--- src/rtl/div_pkg.sv ---
// Shared types and sizing helpers for the sequential restoring divider.
package div_pkg;

  localparam int unsigned DIV_W = 16;

  // Bit-counter width for a given operand width (never narrower than 1 bit).
  function automatic int unsigned cnt_width(input int unsigned w);
    return (w < 2) ? 1 : $clog2(w);
  endfunction

  localparam int unsigned CNT_W = cnt_width(DIV_W);

  typedef enum logic [1:0] {
    IDLE = 2'd0,
    CALC = 2'd1,
    DONE = 2'd2
  } state_e;

endpackage

--- src/rtl/seq_divider_if.sv ---
// Valid/ready operand and result bundle for seq_divider.
//   master: drives operands (I_VALID, I_DIVIDEND, I_DIVISOR) and result accept (I_READY)
//   slave : drives O_READY and the result (O_VALID, O_QUOT, O_REM, O_DIV0)
interface seq_divider_if #(
  parameter int unsigned W = 16
) ();

  logic         I_VALID;
  logic         O_READY;
  logic [W-1:0] I_DIVIDEND;
  logic [W-1:0] I_DIVISOR;
  logic         O_VALID;
  logic         I_READY;
  logic [W-1:0] O_QUOT;
  logic [W-1:0] O_REM;
  logic         O_DIV0;

  modport master (
    output I_VALID, I_DIVIDEND, I_DIVISOR, I_READY,
    input  O_READY, O_VALID, O_QUOT, O_REM, O_DIV0
  );

  modport slave (
    input  I_VALID, I_DIVIDEND, I_DIVISOR, I_READY,
    output O_READY, O_VALID, O_QUOT, O_REM, O_DIV0
  );

endinterface

--- src/rtl/subtractor.sv ---
// N-bit ripple-borrow subtractor built from subtractor cells.
//   minuend, subtrahend : operands
//   difference          : minuend - subtrahend (mod 2^N)
//   borrow_out          : set when subtrahend > minuend
module subtractor #(
  parameter int unsigned N = 17
) (
  input  logic [N-1:0] minuend,
  input  logic [N-1:0] subtrahend,
  output logic [N-1:0] difference,
  output logic         borrow_out
);

  // Bit 0 acts as a half subtractor (no borrow-in); higher bits are full cells.
  always_comb begin
    logic borrow;
    borrow     = 1'b0;
    difference = '0;
    for (int i = 0; i < int'(N); i++) begin
      difference[i] = minuend[i] ^ subtrahend[i] ^ borrow;
      borrow        = (~minuend[i] & subtrahend[i]) |
                      (~(minuend[i] ^ subtrahend[i]) & borrow);
    end
    borrow_out = borrow;
  end

endmodule

--- src/rtl/seq_divider.sv ---
// Unsigned restoring divider, one quotient bit per clock, one op in flight.
//   I_CLK, I_RST : clock, asynchronous active-high reset
//   bus (slave)  : operand accept (I_VALID/O_READY), result handshake (O_VALID/I_READY),
//                  O_QUOT, O_REM, O_DIV0 hold the last result until the next one lands
module seq_divider
  import div_pkg::*;
#(
  parameter int unsigned W = DIV_W
) (
  input  logic         I_CLK,
  input  logic         I_RST,
  seq_divider_if.slave bus
);

  localparam int unsigned CW = cnt_width(W);

  state_e         state_q, state_d;
  logic [CW-1:0]  cnt_q, cnt_d;
  logic [W-1:0]   acc_q, acc_d;     // partial remainder
  logic [W-1:0]   qw_q, qw_d;       // quotient under construction
  logic [W-1:0]   dvd_q, dvd_d;
  logic [W-1:0]   dsr_q, dsr_d;
  logic           ready_q, ready_d;
  logic           valid_q, valid_d;
  logic [W-1:0]   quot_q, quot_d;
  logic [W-1:0]   rem_q, rem_d;
  logic           div0_q, div0_d;

  logic [W:0]     trial_min;
  logic [W:0]     diff;
  logic           borrow;
  logic           diff_msb_unused;
  logic [W-1:0]   acc_next;
  logic [W-1:0]   qw_next;

  // Shift the next dividend bit into the partial remainder and trial-subtract.
  assign trial_min = {acc_q, dvd_q[cnt_q]};

  subtractor #(.N(W + 1)) u_sub (
    .minuend    (trial_min),
    .subtrahend ({1'b0, dsr_q}),
    .difference (diff),
    .borrow_out (borrow)
  );

  // A non-borrowing difference is below the divisor, so its top bit is always zero.
  assign diff_msb_unused = diff[W];

  // State and datapath registers.
  always_ff @(posedge I_CLK or posedge I_RST) begin
    if (I_RST) begin
      state_q <= IDLE;
      cnt_q   <= '0;
      acc_q   <= '0;
      qw_q    <= '0;
      dvd_q   <= '0;
      dsr_q   <= '0;
      ready_q <= 1'b1;
      valid_q <= 1'b0;
      quot_q  <= '0;
      rem_q   <= '0;
      div0_q  <= 1'b0;
    end else begin
      state_q <= state_d;
      cnt_q   <= cnt_d;
      acc_q   <= acc_d;
      qw_q    <= qw_d;
      dvd_q   <= dvd_d;
      dsr_q   <= dsr_d;
      ready_q <= ready_d;
      valid_q <= valid_d;
      quot_q  <= quot_d;
      rem_q   <= rem_d;
      div0_q  <= div0_d;
    end
  end

  // Next-state, datapath step and registered-output updates.
  always_comb begin
    state_d  = state_q;
    cnt_d    = cnt_q;
    acc_d    = acc_q;
    qw_d     = qw_q;
    dvd_d    = dvd_q;
    dsr_d    = dsr_q;
    ready_d  = ready_q;
    valid_d  = valid_q;
    quot_d   = quot_q;
    rem_d    = rem_q;
    div0_d   = div0_q;

    acc_next = borrow ? trial_min[W-1:0] : diff[W-1:0];
    qw_next  = qw_q;
    qw_next[cnt_q] = ~borrow;

    unique case (state_q)
      IDLE: begin
        if (bus.I_VALID) begin
          dvd_d   = bus.I_DIVIDEND;
          dsr_d   = bus.I_DIVISOR;
          acc_d   = '0;
          qw_d    = '0;
          ready_d = 1'b0;
          state_d = CALC;
          // Divide-by-zero runs a single pass so its result lands one edge after accept.
          cnt_d   = (bus.I_DIVISOR == '0) ? '0 : CW'(W - 1);
        end
      end
      CALC: begin
        acc_d = acc_next;
        qw_d  = qw_next;
        if (cnt_q == '0) begin
          state_d = DONE;
          valid_d = 1'b1;
          if (dsr_q == '0) begin
            quot_d = '1;
            rem_d  = dvd_q;
            div0_d = 1'b1;
          end else begin
            quot_d = qw_next;
            rem_d  = acc_next;
            div0_d = 1'b0;
          end
        end else begin
          cnt_d = cnt_q - CW'(1);
        end
      end
      DONE: begin
        if (bus.I_READY) begin
          state_d = IDLE;
          valid_d = 1'b0;
          ready_d = 1'b1;
        end
      end
      default: begin
        state_d = IDLE;
        valid_d = 1'b0;
        ready_d = 1'b1;
      end
    endcase
  end

  assign bus.O_READY = ready_q;
  assign bus.O_VALID = valid_q;
  assign bus.O_QUOT  = quot_q;
  assign bus.O_REM   = rem_q;
  assign bus.O_DIV0  = div0_q;

endmodule
--- src/flat_wrapper.sv ---
// flat-port wrapper written by rule: the top's interface ports become plain ports
module seq_divider_flat import div_pkg::*;
#(
  parameter int unsigned W = DIV_W
)
  (I_CLK, I_RST, bus_I_VALID, bus_I_DIVIDEND, bus_I_DIVISOR, bus_I_READY, bus_O_READY, bus_O_VALID, bus_O_QUOT, bus_O_REM, bus_O_DIV0);
  seq_divider_if #(.W(W)) bus_i ();
  input  logic I_CLK;
  input  logic I_RST;
  input wire logic [$bits(bus_i.I_VALID)-1:0] bus_I_VALID;
  input wire logic [$bits(bus_i.I_DIVIDEND)-1:0] bus_I_DIVIDEND;
  input wire logic [$bits(bus_i.I_DIVISOR)-1:0] bus_I_DIVISOR;
  input wire logic [$bits(bus_i.I_READY)-1:0] bus_I_READY;
  output wire logic [$bits(bus_i.O_READY)-1:0] bus_O_READY;
  output wire logic [$bits(bus_i.O_VALID)-1:0] bus_O_VALID;
  output wire logic [$bits(bus_i.O_QUOT)-1:0] bus_O_QUOT;
  output wire logic [$bits(bus_i.O_REM)-1:0] bus_O_REM;
  output wire logic [$bits(bus_i.O_DIV0)-1:0] bus_O_DIV0;
  assign bus_i.I_VALID = bus_I_VALID;
  assign bus_i.I_DIVIDEND = bus_I_DIVIDEND;
  assign bus_i.I_DIVISOR = bus_I_DIVISOR;
  assign bus_i.I_READY = bus_I_READY;
  assign bus_O_READY = bus_i.O_READY;
  assign bus_O_VALID = bus_i.O_VALID;
  assign bus_O_QUOT = bus_i.O_QUOT;
  assign bus_O_REM = bus_i.O_REM;
  assign bus_O_DIV0 = bus_i.O_DIV0;
  seq_divider #(.W(W)) u_core (.I_CLK(I_CLK), .I_RST(I_RST), .bus(bus_i));
endmodule
--- config.mk ---
export PLATFORM = sky130hd
export DESIGN_NAME = seq_divider_flat
export DESIGN_NICKNAME = d
export VERILOG_FILES = /design/src/rtl/div_pkg.sv /design/src/rtl/seq_divider_if.sv /design/src/rtl/subtractor.sv /design/src/rtl/seq_divider.sv /design/src/flat_wrapper.sv
export SDC_FILE = /design/constraint.sdc
export NUM_CORES = 1
export LEC_CHECK = 0
export CORE_ASPECT_RATIO = 1.4
export CORE_MARGIN = 2
export CORE_UTILIZATION = 40
export CTS_BUF_LIST = sky130_fd_sc_hd__clkbuf_2 sky130_fd_sc_hd__clkbuf_4 sky130_fd_sc_hd__clkbuf_8
export DETAILED_ROUTE_END_ITERATION = 10
export PLACE_DENSITY = 0.65
export SLEW_MARGIN = 20
export SYNTH_ARGS = -nofsm -noshare
export SYNTH_HDL_FRONTEND = slang
export SYNTH_HIERARCHICAL = 1
export SYNTH_SLANG_ARGS = --single-unit
--- constraint.sdc ---
create_clock -name I_CLK -period 12.36 [get_ports I_CLK]
set_clock_uncertainty 0.05 [all_clocks]
set_input_delay 2.472 -clock I_CLK [delete_from_list [all_inputs] [get_ports I_CLK]]
set_output_delay 2.472 -clock I_CLK [all_outputs]
set_load 0.03 [all_outputs]
Word-level counts from Yosys, hierarchy flattened
Index checks and enable logic that the tools add are counted.
{ "word_totals": {"input_bits": 36, "elab_cells": 172, "out_inout_bits": 35, "ff_bits": 105} }
{ "op_classes": {"order_cmp": 2, "n_addsub": 1, "muxes": 26, "n_reduce_logical": 13, "n_eq_ne": 6, "bitwise_logic": 113} }
{ "op_table": {"columns": ["cell", "n"], "rows": [
  ["16-bit 2-to-1 mux", 4],
  ["16-bit one-hot mux with 2 select lines", 2],
  ["1-bit inverter", 35],
  ["1-bit AND", 32],
  ["16-bit zero test", 2],
  ["1-bit XOR", 31],
  ["16-bit bitwise mux", 1],
  ["1-bit OR", 15],
  ["4-bit 2-to-1 mux", 3],
  ["3-bit AND reduction", 4],
  ["4-bit one-hot mux with 2 select lines", 1],
  ["1-bit 2-to-1 mux", 7],
  ["2-bit 2-to-1 mux", 3],
  ["2-bit inequality test, second input constant", 3],
  ["1-bit one-hot mux with 3 select lines", 2],
  ["2-bit one-hot mux with 3 select lines", 1],
  ["2-bit AND reduction", 3],
  ["4-bit by 5-bit less-than comparator with 1-bit output, second input constant", 1],
  ["1-bit binary-select mux with 4-bit select", 1],
  ["1-bit demux with 4-bit select", 1],
  ["4-bit by 1-bit >= comparator with 1-bit output, second input constant", 1],
  ["4-bit zero test", 1],
  ["4-bit by 1-bit subtractor with 4-bit output, second input constant", 1],
  ["2-bit by 1-bit == test with 1-bit output, second input constant", 1],
  ["other kinds (5)", 5]
]} }

Logic depth before layout (Yosys ltp)
{ "depth": {"word_depth": 38, "ltp_mapped": 34, "depth_no_buf": 30} }

Modules after synthesis
The synthesis kept the hierarchy.
{ "by_module_without_submodules": {"columns": ["module", "area_each_um2", "seq_area_each_um2", "cells_per_inst", "n_inst"], "rows": [
  ["seq_divider", 4859.7, 2603.7, 434, 1],
  ["subtractor", 467.9, 0.0, 53, 1]
]} }

Worst setup path after synthesis
OpenSTA, ideal clock, no wires.
{ "synth_timing": {"kind": "register to register", "from": "register u_core.cnt_q[3]", "to": "register u_core.quot_q[1] (netlist: u_core/bus.O_QUOT[1])", "stages_incl_launch_ff": 35, "arrival_ns": 9.164, "t_required_ns": 12.228, "setup_ns": 0.082, "setup_slack_ns": 3.064, "period_less_slack_ns": 9.296, "path_buffers": 5, "path_cell_list": "dfrtp_1 -> clkbuf_1 -> buf_2 -> nand2_1 -> a2bb2oi_1 -> nand2_1 -> mux2i_1 -> inv_1 -> ha_1 -> inv_1 -> fa_1 -> inv_1 -> fa_1 -> fa_1 -> fa_1 -> fa_1 -> fa_1 -> fa_1 -> fa_1 -> fa_1 -> fa_1 -> fa_1 -> fa_1 -> fa_1 -> fa_1 -> fa_1 -> inv_1 -> fa_1 -> inv_1 -> clkbuf_1 -> buf_2 -> inv_2 -> clkbuf_1 -> mux2i_1 -> a31oi_1"} }
{ "synth_between": {"elab_chain_cells": 38, "word_cells_on_any_way": 45, "classes_between": "2 x order compare; 6 x mux; 34 x bitwise; 3 x reduce/logical"} }
{ "synth_rtl": {"columns": ["item", "line_no", "source"], "rows": [
  ["start, declared", "seq_divider.sv:18", "logic [CW-1:0] cnt_q, cnt_d;"],
  ["start signal, assigned", "seq_divider.sv:65", "cnt_q <= cnt_d;"],
  ["1-bit binary-select mux with 4-bit select", "seq_divider.sv:37", "assign trial_min = {acc_q, dvd_q[cnt_q]};"],
  ["1-bit 2-to-1 mux (implied by the code)", "seq_divider.sv:37", null],
  ["named net u_core.trial_min[0]", "seq_divider.sv:29", "logic [W:0] trial_min;"],
  ["1-bit inverter", "subtractor.sv:21", "borrow = (~minuend[i] & subtrahend[i]) |"],
  ["1-bit AND", "subtractor.sv:21", null],
  ["1-bit AND", "subtractor.sv:22", "(~(minuend[i] ^ subtrahend[i]) & borrow);"],
  ["1-bit OR", "subtractor.sv:21", null],
  ["1-bit AND", "subtractor.sv:22", null],
  ["[... 24 more ...]", null, null],
  ["1-bit OR", "subtractor.sv:21", null],
  ["1-bit AND", "subtractor.sv:22", null],
  ["1-bit OR", "subtractor.sv:21", null],
  ["1-bit AND", "subtractor.sv:22", null],
  ["named net u_core.borrow", "seq_divider.sv:31", "logic borrow;"],
  ["1-bit inverter", "seq_divider.sv:94", "qw_next[cnt_q] = ~borrow;"],
  ["16-bit bitwise mux", "seq_divider.sv:94", null],
  ["16-bit 2-to-1 mux", "seq_divider.sv:115", "if (dsr_q == '0) begin"],
  ["end signal, assigned", "seq_divider.sv:72", "quot_q <= quot_d;"],
  ["end, declared", "seq_divider.sv:25", "logic [W-1:0] quot_q, quot_d;"]
]} }
The timed path passes the listed nets, and every way through them passes these cells. The select of a mux whose other input is x is not followed.
A chain may end at the register's enable or synchronous reset.

Worst setup path after layout
{ "layout_timing": {"from": "register u_core.cnt_q[0]", "to": "register u_core.acc_q[0]"} }
{ "layout_between": {"elab_chain_cells": 37, "word_cells_on_any_way": 38, "classes_between": "4 x mux; 34 x bitwise"} }
{ "layout_rtl": {"columns": ["item", "line_no", "source"], "rows": [
  ["1-bit binary-select mux with 4-bit select", "seq_divider.sv:37", null],
  ["1-bit 2-to-1 mux (implied by the code)", "seq_divider.sv:37", null],
  ["named net u_core.trial_min[0]", "seq_divider.sv:29", null],
  ["1-bit inverter", "subtractor.sv:21", null],
  ["1-bit AND", "subtractor.sv:21", null],
  ["1-bit AND", "subtractor.sv:22", null],
  ["1-bit OR", "subtractor.sv:21", null],
  ["1-bit AND", "subtractor.sv:22", null],
  ["[... 23 more ...]", null, null],
  ["1-bit AND", "subtractor.sv:22", null],
  ["1-bit OR", "subtractor.sv:21", null],
  ["1-bit AND", "subtractor.sv:22", null],
  ["1-bit OR", "subtractor.sv:21", null],
  ["1-bit AND", "subtractor.sv:22", null],
  ["named net u_core.borrow", "seq_divider.sv:31", null],
  ["16-bit 2-to-1 mux", "seq_divider.sv:92", "acc_next = borrow ? trial_min[W-1:0] : diff[W-1:0];"],
  ["16-bit one-hot mux with 2 select lines", "seq_divider.sv:96", "unique case (state_q)"],
  ["end signal, assigned", "seq_divider.sv:54", "acc_q <= '0;"],
  ["end signal, assigned", "seq_divider.sv:66", "acc_q <= acc_d;"],
  ["end, declared", "seq_divider.sv:19", "logic [W-1:0] acc_q, acc_d;"]
]} }
The timed path passes the listed nets, and every way through them passes these cells. The select of a mux whose other input is x is not followed.

==> results.py <==
metrics = {
    "clock_network": {
        "clockBufferDepth": 2,
        "cts_tree": "done",
        "cts_setup_buffers": 0,
        "cts_hold_buf": 0,
        "post_cts_resized": 0,
        "clk_pin_slew_worst_paths_ns": 0.09,
        "cts.sinks": 104,
        "cts_buffers": 9,
        "cts_root_buffer": "clkbuf_8",
        "clk_latency_ns": 0.36,
        "cts-htree-levels": 3,
    },
    "floorplan": {
        "start_util_pct": 41.2,
        "fp.dieW_um": 102,
        "rows": 49,
        "die-area_um2": 14300,
        "boundaryPins": 71,
        "core_area_um2": 12900,
        "die_h_um": 141,
    },
    "detailed_routing": {
        "drt_iter0_markers": 179,
        "ant_nets": 0,
        "vias_per_cell": 5.10,
        "dr_total_vias": 3682,
        "drtPass1Iterations": 4,
        "wl_mm": 12.0,
        "drcViolationCount": 0,
        "avgRoutedWirePerCell_um": 16.6,
    },
    "synthesis": {
        "netlist.area_leader.share_pct": 48.4,
        "avgSynthCellArea_um2": 10.9,
        "yosysMostFrequentCell": "dfrtp_1",
        "ys.warnings.count": 6,
        "ys_ff_latch": 104,
        "ys_seq_area_share_pct": 48.9,
        "synth_common_cells": "dfrtp_1 (103), nand2_1 (51), inv_1 (46)",
        "syn-cell-area_um2": 5330,
        "synth-edff-count": 0,
        "synth-async-reset-ratio_pct": 100,
        "syn_nets": 545,
        "syn_inst": 487,
        "ys.flop_type": "dfrtp_1",
        "synth_cell_types": 45,
        "post-synth-top-area-cell": "dfrtp_1",
        "synthTopCellsByArea": "dfrtp_1 (48%), mux2i_1 (7.3%), fa_1 (6.0%)",
    },
    "placed_design": {
        "hpwl_mm": 8.57,
        "routabilityCongestion": 0.787,
        "port-buffer-count": 70,
        "post-place-ws_ns": 2.20,
    },
    "timing": {
        "layout_setup_ws_ns": 2.21,
        "finalCritPeriodShare_pct": 82.1,
        "rsz0062_at_grt": "false",
        "finalMaxSlewViolations": 0,
        "setup_viol": 0,
        "period_minus_slack_ns": 10.15,
        "fmax_mhz": 98.5,
        "tightestPinTransition_ns": 1.05,
        "fin_setup_tns_ns": 0,
        "relSlewSlack_pct": 30.1,
        "hold_viol": 0,
    },
    "power": {
        "leakage_nw": 2.90,
        "combPwrFrac_pct": 53.4,
        "netSwitchingFraction_pct": 43.0,
        "sequentialPowerShare_pct": 35.3,
        "powerDensity_nw_per_um2": 295,
        "power_switching_uw": 802,
        "p_int_mw": 1.06,
        "irDropWorstVdd_v": 0.000143,
        "power_frac_clock_pct": 11.2,
    },
    "global_routing": {
        "grt_overflow": 0,
        "antenna_found_initial": 0,
        "grt_pass1_vias": 3912,
        "grt_pass1_wl_mm": 19.8,
        "grt_max_degree": 63,
        "grt.total_usage_pct": 17.8,
    },
    "worst_setup_path": {
        "worst_path_most_repeated_cell": "fa_1",
        "start_kind": "register",
        "cp.depth": 30,
        "critical_path.endpoint_type": "register",
        "r2r_cells": 30,
        "critPathMaxStageDelay_ns": 0.72,
        "cp.required_ns": 12.52,
        "cp_top_family": "adder cells",
        "critPathSlowestCell": "dfrtp_1",
        "cp_data_arrival_time_ns": 10.31,
        "critical_path_class": "reg -> reg",
        "critPathMaxFanout": 23,
        "path_buf_inv": 6,
    },
    "worst_hold_path": {
        "hold_path_class": "reg -> reg",
        "holdPathStages": 1,
    },
    "layout": {
        "antennaDiodeCount": 0,
        "fill_cells": 1214,
        "multi_input_area_um2": 2390,
        "drive_above_1_share_pct": 9.56,
        "register_area_um2": 2600,
        "syn_to_final_growth_pct": 18.5,
        "nNetsFinal": 600,
    },
    "run_status": {
        "status": "finished, final reports clean",
    },
    "flow_run": {
        "drv_cap": 0,
    },
}
==> path summary, 6_finish.rpt <==
path | from | endpoint | slack (ns)
worst min-delay path | u_core/bus.O_REM[13]$_DFFE_PP0P_ | u_core/bus.O_REM[13]$_DFFE_PP0P_ | 0.44
worst min register to register | u_core/bus.O_REM[13]$_DFFE_PP0P_ | u_core/bus.O_REM[13]$_DFFE_PP0P_ | 0.44
max in group asynchronous | I_RST | u_core/dsr_q[4]$_DFFE_PP0P_ | 8.61
min in group asynchronous | I_RST | u_core/bus.O_QUOT[6]$_DFFE_PP0P_ | 2.45
worst max-delay path | u_core/cnt_q[0]$_DFFE_PP0P_ | u_core/acc_q[0]$_DFFE_PP0P_ | 2.21
worst max register to register | u_core/cnt_q[0]$_DFFE_PP0P_ | u_core/acc_q[0]$_DFFE_PP0P_ | 2.21
==> through the flow <==
stage | hold WS (ns) | util [%] | area (um^2) | power [mW] | instances
floorplan | 0.400 | - | 5330 | 1.36 | 487
global placement | 0.415 | 47.4 | 6130 | 1.64 | 709
detailed placement | 0.425 | 47.4 | 6130 | 1.67 | 709
CTS | 0.448 | 48.8 | 6310 | 1.88 | 722
global route | 0.466 | 48.8 | 6310 | 2.02 | 722
finish | 0.441 | 48.8 | 6310 | 1.86 | 722
==> metal layers <==
layer | vias up | track usage (%) | wire length, um
li1 | 1760 | - | -
met1 | 1839 | 22.0 | 5110
met2 | 67 | 30.9 | 6290
met3 | 16 | 3.19 | 352
met4 | 0 | 5.76 | 235
met5 | - | 0 | 0
==> placed cells by master, fill, tap and decap left out, types with 3 or more instances in the layout <==
cell,n
nor4_2,4
nand3_1,5
o21ai_1,21
nand2_1,51
nand3b_1,9
clkdlybuf4s50_1,70
mux2_2,22
a21oi_1,6
clkbuf_8,10
nor2b_1,4
mux2_1,20
a31oi_1,17
ha_1,6
buf_4,5
mux2i_1,39
a22o_1,11
nor4_1,4
o211ai_1,3
dfrtp_1,103
inv_1,45
o21ai_0,19
nor2_1,25
fa_1,16
==> logic make-up after synthesis <==
family | after synthesis | synth area share, %
adder cells (fa/ha/maj) | 22 | 7.42
buffers and inverters | 78 | 6.46
other | 1 | 0.0704
AND/OR/NAND/NOR | 111 | 10.5
AO/OA/AOI/OAI | 90 | 10.5
flip-flops | 104 | 48.9
multiplexers | 81 | 16.2
==> cell type report <==
cell class / instances / area share, %
clock buffer: 12 / 2.42
clock inverter: 1 / 0.476
inverter: 47 / 2.83
multi-input combinational: 305 / 37.8
sequential: 104 / 41.2
tap: 178 / 3.53
timing repair buffer: 75 / 11.7
==> power groups by stage <==
stage,Combinational [mW],Clock (mW),Sequential [mW]
floorplan,0.649,0,0.708
global placement,0.973,0,0.664
detailed placement,1.01,0,0.667
CTS,1.01,0.214,0.662
global route,1.11,0.225,0.685
finish,0.996,0.209,0.659
==> registers in the layout (all words and copies together) (netlist names) <==
register,flops
u_core/bus.O_QUOT,16
u_core/cnt_q,4
u_core/dvd_q,16
u_core/state_q,2
u_core/bus.O_DIV0,1
u_core/bus.O_VALID,1
u_core/bus.O_REM,16
u_core/acc_q,16
u_core/bus.O_READY,1
u_core/qw_q,15
u_core/dsr_q,16
No activity file was read; power rests on OpenSTA's default activity.
